File: src/rtl/trng_pkg.sv
// trng_pkg: shared types and width helpers for the TRNG sampler.
//   vn_state_t : von Neumann pairing state (first or second bit of a pair)
//   bcnt_w     : width of the packer bit counter (holds 0..WIDTH)
//   div_w      : width of the sample divider counter (holds 0..DIV-1)
//   rcnt_w     : width of the repetition counter (holds 0..RCT_LIMIT)
package trng_pkg;

  typedef enum logic {
    VN_FIRST  = 1'b0,
    VN_SECOND = 1'b1
  } vn_state_t;

  localparam int DEF_WIDTH     = 32;
  localparam int DEF_DIV       = 4;
  localparam int DEF_RCT_LIMIT = 32;

  function automatic int bcnt_w(input int width);
    return $clog2(width + 1);
  endfunction

  // A divide-by-1 counter never leaves 0 but still needs a 1-bit register.
  function automatic int div_w(input int div);
    return (div > 1) ? $clog2(div) : 1;
  endfunction

  function automatic int rcnt_w(input int limit);
    return $clog2(limit + 1);
  endfunction

endpackage

File: src/rtl/trng_vn_extractor.sv
// trng_vn_extractor: von Neumann debiaser over the strobed raw bit stream.
// Ports:
//   clk, rst_n  : clock, synchronous active-low reset
//   en          : sampling enable; low forces pairing back to the first bit
//   strobe      : a new raw bit is present this cycle
//   raw         : raw bit
//   bit_valid   : an extracted bit is presented this cycle
//   vn_bit      : extracted bit (the first bit of a differing pair)
//
// state     | meaning
// ----------+---------------------------------------------------
// VN_FIRST  | waiting for the first bit of a pair
// VN_SECOND | first bit is in held_q, waiting for the second bit
module trng_vn_extractor
  import trng_pkg::*;
(
  input  logic clk,
  input  logic rst_n,
  input  logic en,
  input  logic strobe,
  input  logic raw,
  output logic bit_valid,
  output logic vn_bit
);

  vn_state_t state_q, state_d;
  logic      held_q, held_d;

  always_ff @(posedge clk) begin
    if (!rst_n) begin
      state_q <= VN_FIRST;
      held_q  <= 1'b0;
    end else begin
      state_q <= state_d;
      held_q  <= held_d;
    end
  end

  // Pair 01 yields 0 and pair 10 yields 1, i.e. the held first bit.
  always_comb begin
    state_d   = state_q;
    held_d    = held_q;
    bit_valid = 1'b0;
    vn_bit    = held_q;
    if (!en) begin
      state_d = VN_FIRST;
    end else if (strobe) begin
      case (state_q)
        VN_FIRST: begin
          held_d  = raw;
          state_d = VN_SECOND;
        end
        VN_SECOND: begin
          bit_valid = (held_q != raw);
          state_d   = VN_FIRST;
        end
        default: state_d = VN_FIRST;
      endcase
    end
  end

endmodule

File: src/rtl/trng_sampler.sv
// trng_sampler: samples the ring-oscillator bank and returns whitened words.
// Ports:
//   clk, rst_n : clock, synchronous active-low reset
//   en         : sampling enable
//   ro[3:0]    : ring-oscillator outputs, asynchronous to clk
//   data_out   : random word, meaningful while valid=1
//   valid      : data_out holds an unconsumed word
//   ready      : consumer takes the word when valid & ready
//   rct_fail   : sticky repetition-count health failure
module trng_sampler
  import trng_pkg::*;
#(
  parameter int WIDTH     = DEF_WIDTH,
  parameter int DIV       = DEF_DIV,
  parameter int RCT_LIMIT = DEF_RCT_LIMIT
) (
  input  logic             clk,
  input  logic             rst_n,
  input  logic             en,
  input  logic [3:0]       ro,
  output logic [WIDTH-1:0] data_out,
  output logic             valid,
  input  logic             ready,
  output logic             rct_fail
);

  localparam int BW = bcnt_w(WIDTH);
  localparam int DW = div_w(DIV);
  localparam int RW = rcnt_w(RCT_LIMIT);

  localparam logic [BW-1:0] BCNT_FULL = BW'(WIDTH);
  localparam logic [BW-1:0] BCNT_LAST = BW'(WIDTH - 1);
  localparam logic [DW-1:0] DIV_LAST  = DW'(DIV - 1);
  localparam logic [RW-1:0] RCT_MAX   = RW'(RCT_LIMIT);

  logic [3:0]       s1, s2;
  logic [DW-1:0]    div_cnt;
  logic             strobe, raw;
  logic             bit_valid, vn_bit;
  logic [WIDTH-1:0] shreg, shreg_shift;
  logic [BW-1:0]    bcnt;
  logic [RW-1:0]    rcnt, rcnt_nxt;
  logic             last_raw;
  logic             buf_free;

  always_ff @(posedge clk) begin
    if (!rst_n) begin
      s1 <= '0;
      s2 <= '0;
    end else begin
      s1 <= ro;
      s2 <= s1;
    end
  end

  always_ff @(posedge clk) begin
    if (!rst_n || !en)            div_cnt <= '0;
    else if (div_cnt == DIV_LAST) div_cnt <= '0;
    else                          div_cnt <= div_cnt + 1'b1;
  end

  assign strobe = en && (div_cnt == DIV_LAST);
  assign raw    = ^s2;

  trng_vn_extractor u_vn (
    .clk       (clk),
    .rst_n     (rst_n),
    .en        (en),
    .strobe    (strobe),
    .raw       (raw),
    .bit_valid (bit_valid),
    .vn_bit    (vn_bit)
  );

  // Run length of the current raw value; rcnt==0 marks "no bit seen since
  // reset/enable". Saturates so a long stuck run cannot wrap back below the limit.
  always_comb begin
    rcnt_nxt = rcnt;
    if (rcnt == '0 || raw != last_raw) rcnt_nxt = RW'(1);
    else if (rcnt != RCT_MAX)          rcnt_nxt = rcnt + 1'b1;
  end

  always_ff @(posedge clk) begin
    if (!rst_n) begin
      rcnt     <= '0;
      last_raw <= 1'b0;
      rct_fail <= 1'b0;
    end else if (!en) begin
      rcnt <= '0;
    end else if (strobe) begin
      rcnt     <= rcnt_nxt;
      last_raw <= raw;
      if (rcnt_nxt == RCT_MAX) rct_fail <= 1'b1;
    end
  end

  assign buf_free    = !valid || ready;
  assign shreg_shift = {shreg[WIDTH-2:0], vn_bit};

  // bcnt only rests at WIDTH while the output buffer is occupied; a word
  // that completes into a free buffer is loaded straight from the shift path.
  always_ff @(posedge clk) begin
    if (!rst_n) begin
      shreg    <= '0;
      bcnt     <= '0;
      data_out <= '0;
      valid    <= 1'b0;
    end else begin
      if (valid && ready) valid <= 1'b0;
      if (bcnt == BCNT_FULL) begin
        if (buf_free) begin
          data_out <= shreg;
          valid    <= 1'b1;
          if (bit_valid) begin
            shreg <= shreg_shift;
            bcnt  <= BW'(1);
          end else begin
            bcnt  <= '0;
          end
        end
      end else if (bit_valid) begin
        shreg <= shreg_shift;
        if (bcnt == BCNT_LAST && buf_free) begin
          data_out <= shreg_shift;
          valid    <= 1'b1;
          bcnt     <= '0;
        end else begin
          bcnt <= bcnt + 1'b1;
        end
      end
    end
  end

endmodule

File: config.mk
export PLATFORM = sky130hd
export DESIGN_NAME = trng_sampler
export DESIGN_NICKNAME = d
export VERILOG_FILES = /design/src/rtl/trng_pkg.sv /design/src/rtl/trng_vn_extractor.sv /design/src/rtl/trng_sampler.sv
export SDC_FILE = /design/constraint.sdc
export NUM_CORES = 1
export LEC_CHECK = 0
export BUFFER_PORTS_ARGS = -buffer_cell sky130_fd_sc_hd__clkbuf_2
export CAP_MARGIN = 5
export CORE_ASPECT_RATIO = 0.7
export CORE_MARGIN = 2
export CORE_UTILIZATION = 35
export CTS_BUF_LIST = sky130_fd_sc_hd__clkbuf_16
export DETAILED_ROUTE_END_ITERATION = 6
export GPL_ROUTABILITY_DRIVEN = 0
export PLACE_DENSITY = 0.62
export REMOVE_ABC_BUFFERS = 1
export SYNTH_ARGS = -nofsm -noshare
export SYNTH_HDL_FRONTEND = slang
export SYNTH_HIERARCHICAL = 1
export SYNTH_SLANG_ARGS = --single-unit
File: constraint.sdc
create_clock -name clk -period 2.6 [get_ports clk]
set_input_delay 0.39 -clock clk [delete_from_list [all_inputs] [get_ports clk]]
set_output_delay 0.39 -clock clk [all_outputs]
set_load 0.05 [all_outputs]
==> impl_metrics.ini <==
[run_status]
status = complete, no violations

[placement]
pre_cts_slack_ns = 0.3858
hpwl_um = 5797
io_buffers = 41

[global_route]
grt_pass1_vias = 3093
antenna_found_initial = 0
overflow = 0
grt_max_degree = 72
track_usage_pct = 15.69
grt_first_pass_wirelength_um = 15070

[synth]
synth_common_cells = nand2_1 (143), dfxtp_1 (91), a21oi_1 (70)
synth_cell_type_count = 46
synth_xor_area_share_pct = 2.353
yosys.area.top_type = dfxtp_1
synth_top_family_by_area = simple AND/OR/NAND/NOR gates
synth.most_common_cell = nand2_1
synth-adder-area-share_pct = 1.590
ys_ff_latch = 91
ys_warn_count = 6
synth.top_cell.area_share_pct = 46.30
synth_mux_area_share_pct = 0.7631
ys.flop_type = dfxtp_1
synthCells = 480
synthArstFlopShare_pct = 0
synth_compound_area_share_pct = 21.53
synth-simple-area-share_pct = 22.48
synth_edf_count = 0
synth_area_per_cell_um2 = 8.198
synth_area_leaders = dfxtp_1 (46%), nand2_1 (14%), a21oi_1 (8.9%), a311oi_1 (7.8%), buf_2 (2.4%)
netlist_area_um2 = 3935
seq_area_frac_synth_pct = 46.30

[finish]
n_antenna_cell = 0
syn2layout_area_growth_pct = 17.27
nets = 522
drive_gt1_share_pct = 16.15

[floorplan]
dieHeight_um = 92.72
start_util_pct = 35.87
die_area_um2 = 12120
coreArea_um2 = 10970
die_w_um = 130.7
pin_count = 42
rows = 32

[timing]
relSlewSlack_pct = 43.82
rsz0062_at_grt = false
finalCritPeriodShare_pct = 86.74
clock.fmax_mhz = 443.4
tightest_slew_ns = 0.8427
fin_setup_tns_ns = 0
finalSetupViolations = 0
fin_skew_ns = 0.005058
hold_viol = 0
fin_crit_ns = 2.255
slew_viol_final = 0
setup_ws_ns = 0.3448

[route]
vias = 3451
wl_per_cell_um = 13.60
drtPass1Iterations = 5
drt_iter0_markers = 292
drc = 0
viasPerCell = 5.174
totalWireLength_um = 9073
drtAntennaViolNets = 0

[clocking]
cts_tree = yes
root_buffer = clkbuf_16
cts_resized = 0
cts_sinks = 91
clk_latency_ns = 0.34
cts_buffers = 9
cts.path.max_buffers = 2
cts_setup_buffers = 0
htreeDepth = 3
path_clk_slew_ns = 0.06
ctsHoldBuffers = 0

[worst_setup_path]
path_class = register to register
crit_required_ns = 2.86
start_kind = register
cp_max_fo = 19
crit_start = bcnt[0]$_SDFFE_PN0P_
critical_path_arrival_ns = 2.51
cp-end-kind = register
r2r_start = bcnt[0]$_SDFFE_PN0P_

[worst_hold_path]
hp-class = primary input to register
hp-start = ro[1]

[flow_run]
maxCapViolations = 0

[power]
finalPower_uw = 2846
ir_worst_vdd_mv = 0.3376
power.density_nw_per_um2 = 616.8
leakagePower_uw = 0.001565
-- cell type report --
| cell class | instances | area (µm²) |
|---|---|---|
| well taps | 153 | 191.4 |
| inverters | 9 | 33.78 |
| clock inverters | 7 | 91.34 |
| multi-input cells | 343 | 1928 |
| fillers | 1118 | 6356 |
| repair buffers | 55 | 322.8 |
| flip-flops and latches | 91 | 1822 |
| clock buffers | 9 | 225.2 |
-- critical path: stages (launching register included) --
cell and delay [ns]:
dfxtp_1 0.36, inv_1 0.10, ha_1 0.22, nand4bb_4 0.20, o31ai_4 0.73, buf_4 0.33, nand2_1 0.08, a21oi_1 0.15
-- report_power, final --
part	switching, µW	leakage [µW]	internal, µW
sequential	2.68	0.000735	1400
clock	545	0.000156	840
combinational	37.8	0.000675	19.2
total	586	0.00157	2260
-- flip-flops by register name, summed over array words and instances, names as in the netlist --
register	count
bcnt	6
data_out	32
div_cnt	2
last_raw	1
rcnt	6
rct_fail	1
s1	4
s2	4
shreg	32
u_vn/state_q	1
u_vn/vn_bit	1
valid	1
-- metrics by stage --
stage / cells / area, µm² / util (%) / hold slack [ns]
global route: 667 / 4614 / 42.06 / 0.2455
floorplan: 443 / 3772 / - / 0.4084
CTS: 667 / 4614 / 42.06 / 0.2402
detailed placement: 651 / 4298 / 39.18 / 0.4187
global placement: 651 / 4298 / 39.18 / 0.4157
finish: 667 / 4614 / 42.06 / 0.2544
-- routing by layer --
| metal | vias to the layer above | track usage (%) | wire, µm |
|---|---|---|---|
| met3 | 10 | 3.871 | 427 |
| met1 | 1631 | 21.87 | 4558 |
| met4 | 0 | 5.762 | 112 |
| met2 | 82 | 23.48 | 3975 |
| li1 | 1728 | - | - |
| met5 | - | 0 | 0 |
-- placed cells by master, fill, tap and decap left out, drive strengths merged, types with 2 or more instances in the layout --
master / count
nand3: 7
buf: 14
mux2i: 3
nand4: 3
clkbuf: 50
nor2: 16
a21oi: 70
a311oi: 35
inv: 10
a2111oi: 2
dfxtp: 91
ha: 5
a21o: 2
a211oi: 3
bufinv: 2
nand2: 143
and2: 12
or2: 2
a31oi: 2
xor2: 4
nor2b: 3
xnor2: 3
nor3: 3
and3: 2
clkinv: 3
o21ai: 4
-- worst paths after layout --
kind	end	slack, ns	depth (start not counted)
worst max register to register	shreg[20]$_SDFFE_PN0P_	0.34	7
worst max-delay path	shreg[20]$_SDFFE_PN0P_	0.34	7
worst min register to register	s2[0]$_SDFF_PN0_	0.43	1
worst min-delay path	s1[1]$_SDFF_PN0_	0.25	2
-- kinds of logic after synthesis --
group                      count (synthesis)
muxes                                      3
DFF                                       91
and+or+nand+nor                          199
xor gates and xnor gates                   8
adders and majority gates                  5
AOI/OAI and AO/OA                        128
buffers and inverters                     46
Power figures use the tool's default switching activity.
